==> config.mk <==
export PLATFORM = sky130hd
export DESIGN_NAME = ysyx22041405_lsu_flat
export DESIGN_NICKNAME = d
export VERILOG_FILES = /design/src/rtl/ysyx22041405_lsu_if.sv /design/src/rtl/ysyx22041405_lsu.sv /design/src/flat_wrapper.sv
export SDC_FILE = /design/constraint.sdc
export NUM_CORES = 1
export LEC_CHECK = 0
export ABC_AREA = 1
export CORE_MARGIN = 2
export CORE_UTILIZATION = 47
export CTS_BUF_LIST = sky130_fd_sc_hd__clkbuf_2
export DETAILED_ROUTE_END_ITERATION = 8
export GPL_TIMING_DRIVEN = 0
export PLACE_DENSITY = 0.79
export SYNTH_ARGS = -nofsm -noshare
export SYNTH_HDL_FRONTEND = slang
export SYNTH_SLANG_ARGS = --single-unit
==> constraint.sdc <==
create_clock -name clk -period 2.2 [get_ports clk]
set_input_delay 0.66 -clock clk [delete_from_list [all_inputs] [get_ports clk]]
set_output_delay 0.66 -clock clk [all_outputs]
set_load 0.05 [all_outputs]
==> src/rtl/ysyx22041405_lsu_if.sv <==
// ysyx22041405_lsu_if: EX, data-memory and writeback channels of the LSU.
// Build with LSU_MISALIGN_CHECK_EN to add the lsu_misalign writeback flag.
interface ysyx22041405_lsu_if #(parameter int WIDTH = 32);
  logic ex_valid, ex_ready, ex_rf_we;
  logic [WIDTH-1:0] ex_alu_result, ex_store_data;
  logic [4:0] ex_rf_waddr, ex_mem_ctrl;
  logic mem_req_valid, mem_req_ready, mem_req_wen;
  logic [WIDTH-1:0] mem_req_addr, mem_req_wdata;
  logic [WIDTH/8-1:0] mem_req_wstrb;
  logic mem_resp_valid;
  logic [WIDTH-1:0] mem_resp_rdata;
  logic wb_valid, wb_ready, wb_rf_we;
  logic [4:0] wb_rf_waddr;
  logic [WIDTH-1:0] wb_rf_wdata;
`ifdef LSU_MISALIGN_CHECK_EN
  logic lsu_misalign;
`endif
  modport slave (
    input ex_valid, ex_alu_result, ex_store_data, ex_rf_waddr, ex_rf_we, ex_mem_ctrl,
    input mem_req_ready, mem_resp_valid, mem_resp_rdata, wb_ready,
    output ex_ready, mem_req_valid, mem_req_addr, mem_req_wen, mem_req_wdata, mem_req_wstrb,
    output wb_valid, wb_rf_waddr, wb_rf_we, wb_rf_wdata
`ifdef LSU_MISALIGN_CHECK_EN
    , output lsu_misalign
`endif
  );
  modport master (
    output ex_valid, ex_alu_result, ex_store_data, ex_rf_waddr, ex_rf_we, ex_mem_ctrl,
    output mem_req_ready, mem_resp_valid, mem_resp_rdata, wb_ready,
    input ex_ready, mem_req_valid, mem_req_addr, mem_req_wen, mem_req_wdata, mem_req_wstrb,
    input wb_valid, wb_rf_waddr, wb_rf_we, wb_rf_wdata
`ifdef LSU_MISALIGN_CHECK_EN
    , input lsu_misalign
`endif
  );
endinterface

==> src/rtl/ysyx22041405_lsu.sv <==
// ysyx22041405_lsu: memory-access stage between EX and WB (IDLE/REQ/WAIT/WB).
// Optional LSU_MISALIGN_CHECK_EN skips the bus for misaligned half/word accesses.
module ysyx22041405_lsu #(parameter int WIDTH = 32) (
  input logic clk,
  input logic rst,
  ysyx22041405_lsu_if.slave io_bus
);
  typedef enum logic [1:0] {IDLE, REQ, WAIT, WB} state_t;
  state_t r_state, w_next;
  logic [WIDTH-1:0] r_addr, r_sdata, r_wdata, w_shift, w_load;
  logic [4:0] r_ctrl, r_waddr, w_amt;
  logic r_we, w_mis, w_take;
  assign w_take = (r_state == IDLE) & io_bus.ex_valid;
`ifdef LSU_MISALIGN_CHECK_EN
  logic r_mis;
  assign w_mis = io_bus.ex_mem_ctrl[4] & (io_bus.ex_mem_ctrl[1] ? |io_bus.ex_alu_result[1:0] :
                 io_bus.ex_mem_ctrl[0] & io_bus.ex_alu_result[0]);
  always_ff @(posedge clk or negedge rst)
    if (!rst) r_mis <= 1'b0;
    else if (w_take) r_mis <= w_mis;
  assign io_bus.lsu_misalign = r_mis & (r_state == WB);
`else
  assign w_mis = 1'b0;
`endif
  always_ff @(posedge clk or negedge rst)
    if (!rst) r_state <= IDLE;
    else r_state <= w_next;
  always_comb begin
    w_next = r_state;
    case (r_state)
      IDLE: if (io_bus.ex_valid) w_next = (!io_bus.ex_mem_ctrl[4] || w_mis) ? WB : REQ;
      REQ: if (io_bus.mem_req_ready) w_next = r_ctrl[3] ? WB : WAIT;
      WAIT: if (io_bus.mem_resp_valid) w_next = WB;
      WB: if (io_bus.wb_ready) w_next = IDLE;
    endcase
  end
  // Lane select: words ignore addr[1:0], halves ignore addr[0].
  assign w_amt = r_ctrl[1] ? 5'd0 : {r_addr[1], r_addr[0] & ~r_ctrl[0], 3'b000};
  assign w_shift = io_bus.mem_resp_rdata >> w_amt;
  assign w_load = r_ctrl[1] ? w_shift :
                  r_ctrl[0] ? {{16{~r_ctrl[2] & w_shift[15]}}, w_shift[15:0]} :
                  {{24{~r_ctrl[2] & w_shift[7]}}, w_shift[7:0]};
  always_ff @(posedge clk or negedge rst)
    if (!rst) begin
      r_addr <= '0;
      r_sdata <= '0;
      r_wdata <= '0;
      r_ctrl <= '0;
      r_waddr <= '0;
      r_we <= 1'b0;
    end else if (w_take) begin
      r_addr <= io_bus.ex_alu_result;
      r_sdata <= io_bus.ex_store_data;
      r_wdata <= io_bus.ex_alu_result;
      r_ctrl <= io_bus.ex_mem_ctrl;
      r_waddr <= io_bus.ex_rf_waddr;
      r_we <= io_bus.ex_rf_we & ~(io_bus.ex_mem_ctrl[4] & (io_bus.ex_mem_ctrl[3] | w_mis));
    end else if (r_state == WAIT && io_bus.mem_resp_valid) r_wdata <= w_load;
  assign io_bus.ex_ready = r_state == IDLE;
  assign io_bus.mem_req_valid = r_state == REQ;
  assign io_bus.mem_req_addr = {r_addr[WIDTH-1:2], 2'b00};
  assign io_bus.mem_req_wen = r_ctrl[3];
  assign io_bus.mem_req_wdata = r_ctrl[1] ? r_sdata : r_ctrl[0] ? {2{r_sdata[15:0]}} : {4{r_sdata[7:0]}};
  assign io_bus.mem_req_wstrb = !r_ctrl[3] ? 4'b0000 : r_ctrl[1] ? 4'b1111 :
                                r_ctrl[0] ? 4'b0011 << {r_addr[1], 1'b0} : 4'b0001 << r_addr[1:0];
  assign io_bus.wb_valid = r_state == WB;
  assign io_bus.wb_rf_waddr = r_waddr;
  assign io_bus.wb_rf_we = r_we;
  assign io_bus.wb_rf_wdata = r_wdata;
endmodule

==> src/flat_wrapper.sv <==
// flat-port wrapper written by rule: the top's interface ports become plain ports
module ysyx22041405_lsu_flat 
#(parameter int WIDTH = 32)
  (clk, rst, io_bus_ex_valid, io_bus_ex_alu_result, io_bus_ex_store_data, io_bus_ex_rf_waddr, io_bus_ex_rf_we, io_bus_ex_mem_ctrl, io_bus_mem_req_ready, io_bus_mem_resp_valid, io_bus_mem_resp_rdata, io_bus_wb_ready, io_bus_ex_ready, io_bus_mem_req_valid, io_bus_mem_req_addr, io_bus_mem_req_wen, io_bus_mem_req_wdata, io_bus_mem_req_wstrb, io_bus_wb_valid, io_bus_wb_rf_waddr, io_bus_wb_rf_we, io_bus_wb_rf_wdata);
  ysyx22041405_lsu_if #(.WIDTH(WIDTH)) io_bus_i ();
  input logic clk;
  input logic rst;
  input wire logic [$bits(io_bus_i.ex_valid)-1:0] io_bus_ex_valid;
  input wire logic [$bits(io_bus_i.ex_alu_result)-1:0] io_bus_ex_alu_result;
  input wire logic [$bits(io_bus_i.ex_store_data)-1:0] io_bus_ex_store_data;
  input wire logic [$bits(io_bus_i.ex_rf_waddr)-1:0] io_bus_ex_rf_waddr;
  input wire logic [$bits(io_bus_i.ex_rf_we)-1:0] io_bus_ex_rf_we;
  input wire logic [$bits(io_bus_i.ex_mem_ctrl)-1:0] io_bus_ex_mem_ctrl;
  input wire logic [$bits(io_bus_i.mem_req_ready)-1:0] io_bus_mem_req_ready;
  input wire logic [$bits(io_bus_i.mem_resp_valid)-1:0] io_bus_mem_resp_valid;
  input wire logic [$bits(io_bus_i.mem_resp_rdata)-1:0] io_bus_mem_resp_rdata;
  input wire logic [$bits(io_bus_i.wb_ready)-1:0] io_bus_wb_ready;
  output wire logic [$bits(io_bus_i.ex_ready)-1:0] io_bus_ex_ready;
  output wire logic [$bits(io_bus_i.mem_req_valid)-1:0] io_bus_mem_req_valid;
  output wire logic [$bits(io_bus_i.mem_req_addr)-1:0] io_bus_mem_req_addr;
  output wire logic [$bits(io_bus_i.mem_req_wen)-1:0] io_bus_mem_req_wen;
  output wire logic [$bits(io_bus_i.mem_req_wdata)-1:0] io_bus_mem_req_wdata;
  output wire logic [$bits(io_bus_i.mem_req_wstrb)-1:0] io_bus_mem_req_wstrb;
  output wire logic [$bits(io_bus_i.wb_valid)-1:0] io_bus_wb_valid;
  output wire logic [$bits(io_bus_i.wb_rf_waddr)-1:0] io_bus_wb_rf_waddr;
  output wire logic [$bits(io_bus_i.wb_rf_we)-1:0] io_bus_wb_rf_we;
  output wire logic [$bits(io_bus_i.wb_rf_wdata)-1:0] io_bus_wb_rf_wdata;
  assign io_bus_i.ex_valid = io_bus_ex_valid;
  assign io_bus_i.ex_alu_result = io_bus_ex_alu_result;
  assign io_bus_i.ex_store_data = io_bus_ex_store_data;
  assign io_bus_i.ex_rf_waddr = io_bus_ex_rf_waddr;
  assign io_bus_i.ex_rf_we = io_bus_ex_rf_we;
  assign io_bus_i.ex_mem_ctrl = io_bus_ex_mem_ctrl;
  assign io_bus_i.mem_req_ready = io_bus_mem_req_ready;
  assign io_bus_i.mem_resp_valid = io_bus_mem_resp_valid;
  assign io_bus_i.mem_resp_rdata = io_bus_mem_resp_rdata;
  assign io_bus_i.wb_ready = io_bus_wb_ready;
  assign io_bus_ex_ready = io_bus_i.ex_ready;
  assign io_bus_mem_req_valid = io_bus_i.mem_req_valid;
  assign io_bus_mem_req_addr = io_bus_i.mem_req_addr;
  assign io_bus_mem_req_wen = io_bus_i.mem_req_wen;
  assign io_bus_mem_req_wdata = io_bus_i.mem_req_wdata;
  assign io_bus_mem_req_wstrb = io_bus_i.mem_req_wstrb;
  assign io_bus_wb_valid = io_bus_i.wb_valid;
  assign io_bus_wb_rf_waddr = io_bus_i.wb_rf_waddr;
  assign io_bus_wb_rf_we = io_bus_i.wb_rf_we;
  assign io_bus_wb_rf_wdata = io_bus_i.wb_rf_wdata;
  ysyx22041405_lsu #(.WIDTH(WIDTH)) u_core (.clk(clk), .rst(rst), .io_bus(io_bus_i));
endmodule
==> metrics <==
failing checks=setup timing; non-filler cells, final=between 1000 and 1500; number of global-route vias before repair=6063; vias per inst=about 5; largest net degree at the start of global routing=57; first-pass GRT wire length=31500 um; Pint=between 7 and 8 mW; Port Buffers=220; die area=roughly 0.014 mm^2; initial drt markers=about 450; CP required=~1.5 ns; most common cell after layout, fill and taps aside=nand2_1; Gate power share=approximately three quarters; setup TNS=-8.30 ns; Routed Antenna Nets=0; final core utilization=70.8%; Clock Skews=between 0.03 and 0.04 ns; CTS clk-pin slew, worst paths=around 0.28 ns; GRT Overall Usage=between 20% and 30%; Die Width=119 um; Post-DP HPWL=approximately 14000 um; Ports=about 220; GPL Wtd Cong=between 0.9 and 1; Critical Path Start Type=register; Initial Utilization=47.5%; DR vias=6344; power density cells=1830 mW/mm^2; Fillers=approximately 1100; Syn Std Cell Area=around 0.0062 mm^2; Sw Share=55.2%; leakage power=approximately 5 nW; Placed Instances=approximately 1200; Clock Tree Root=clkbuf_2; crit path capture type=output port; Max clock buf depth=2; Yosys cell types=32; WL met2=around 9700 um; fin crit period=roughly 2.6 ns; clock sink count=108; DR WL met3=around 1700 um; Clock Power Share=4.6%; Syn Inst Count=838; final setup margin=-0.358 ns; CORE AREA=around 0.013 mm^2; kind of critical path=register to output port; Pre-Repair DR Iteration Count=5; status=complete, but fails checks; RSZ-0062 raised after global routing=true; register bit total from synthesis=between 100 and 150; Highest Signal Layer=met4; Yosys warnings=0; Reg power frac=21.1%; Register Area=0.00271 mm^2; antenna violations before repair=0; most frequent cells in the layout=nand2_1 (284), clkdlybuf4s50_1 (111), inv_1 (106); Max Slew Vio Count=0; ant diodes=0; sequential fraction of the synthesis area=between 40% and 50%; peak supply drop=about 0.0013 V; Hold Buf Count CTS=0; slew at the pin closest to its max-slew limit=0.764 ns; Max H-tree Level=3; Die Y=119 um; share of cells above drive strength 1=29.0%; WP data arrival=1.90 ns; WL met1=approximately 8400 um; syn avg cell area=between 7 and 8 um^2; Post-Route WL=20200 um; CTS tree=yes; Avg WL per Cell=15.8 um; final net count=1217; CP max FO=5; CTS buffer count=9; residual DRC count=0; FP Rows=42; Final period util=116%; gr ovfl total=0; Area Overhead vs Synth=49.0%; Fmax=a little under 400 MHz; multi-input combinational cell area=0.00271 mm^2; sw power=just over 9 mW; Setup Viol. Count Final=31; HP Class=input port to asynchronous set/reset pin; slew margin rel.=49.1%; Hold Violations, Final=0; max cap viols=0; Clk Latency, worst-skew pair=slightly above 0.6 ns
flip-flops by register name, summed over array words and instances, names as in the netlist:
register / flops
u_core.r_addr: 32
u_core.r_sdata: 32
u_core.io_bus.wb_rf_wdata: 32
u_core.io_bus.wb_rf_waddr: 5
u_core.r_state: 2
u_core.io_bus.wb_rf_we: 1
u_core.r_ctrl: 4
cell families (layout without fill, tap and decap cells):
family	after synthesis	after routing	share of synthesized area [%]
and+or+nand+nor	388	388	27.2
adders and majority gates	5	5	1.01
DFF	108	108	43.5
buffers and inverters	196	458	16.1
other	1	2	0.0603
AOI/OAI and AO/OA	140	140	12.1
critical path, cell delays in order (launching register included):
cell and delay (ns):
dfrtp_2 0.51, buf_12 0.16, buf_12 0.13, a21oi_4 0.12
o21ai_2 0.07, o21ai_1 0.09, buf_6 0.18
final cells by class:
type                    instances  area share (%)
flip-flops and latches        108            29.3
well taps                     176            2.38
plain buffers                  84            7.31
clock buffers                  10           0.540
clock inverters                 3           0.189
repair buffers                250            26.3
inverters                     111            4.80
multi-input cells             535            29.2
metrics by stage:
stage	power, mW	hold WS (ns)	instance area [um^2]	worst slack (ns)
finish	17.0	0.0573	9260	-0.358
detailed placement	15.1	0.466	8680	-0.560
CTS	16.4	0.0513	9010	-0.365
global placement	15.0	0.462	8660	-3.76
global route	18.0	0.0608	9260	-0.460
floorplan	11.5	0.364	6240	-0.444
synthesized netlist by cell type:
master	n	area, um^2
nand2_1	295	1110
dfrtp_1	108	2700
inv_1	108	405
o21ai_0	89	445
buf_4	44	330
nand3_1	37	185
a21oi_1	35	175
nor2_1	19	71.3
clkbuf_1	16	60.1
or2_2	16	100
buf_2	14	70.1
buf_6	10	113
nand3_2	9	90.1
o211ai_1	9	67.6
ha_1	5	62.6
nand2_2	3	18.8
o211ai_2	3	37.5
nand3_4	2	35.0
nor2_8	2	40.0
o22ai_1	2	12.5
a211oi_1	1	7.51
a31oi_1	1	6.26
buf_1	1	3.75
conb_1	1	3.75
inv_2	1	3.75
inv_4	1	6.26
inv_8	1	11.3
nand2_4	1	11.3
nor2_2	1	6.26
nor2_4	1	11.3
nor3_1	1	5.00
nor3_2	1	10.0
routing by layer:
layer	vias up	track usage, %
met4	0	9.82
li1	3069	-
met5	-	0
met1	2965	36.3
met2	285	46.8
met3	25	6.90
repair_timing:
action,CTS,global route
pin swaps,10,6
cloned,2,2
buffers inserted,13,12
setup endpoints to repair,145,115
resized for setup,591,66
final timing paths:
| path | from | end | slack, ns | depth (start not counted) |
|---|---|---|---|---|
| max | u_core.r_ctrl[1]$_DFFE_PN0P_ | io_bus_mem_req_wdata[13] | -0.36 | 6 |
| min | rst | u_core.io_bus.wb_rf_wdata[10]$_DFFE_PN0P_ | 0.06 | 1 |
| min reg2reg | u_core.io_bus.wb_rf_waddr[1]$_DFFE_PN0P_ | u_core.io_bus.wb_rf_waddr[1]$_DFFE_PN0P_ | 0.52 | 2 |
| min in group clk | u_core.io_bus.wb_rf_waddr[1]$_DFFE_PN0P_ | u_core.io_bus.wb_rf_waddr[1]$_DFFE_PN0P_ | 0.52 | 2 |
| max reg2reg | u_core.r_state[0]$_DFFE_PN0P_ | u_core.r_sdata[3]$_DFFE_PN0P_ | 0.10 | 11 |
| max in group asynchronous | rst | u_core.r_sdata[0]$_DFFE_PN0P_ | 1.41 | 2 |
power groups by stage:
stage	combinational, mW	clock [mW]	sequential, mW
after floorplan	6.86	0	4.68
after global placement	11.5	0	3.52
after detailed placement	11.6	0	3.56
after CTS	12.0	0.794	3.53
after global routing	13.4	0.866	3.67
final	12.6	0.781	3.57
Power figures use the tool's default switching activity.
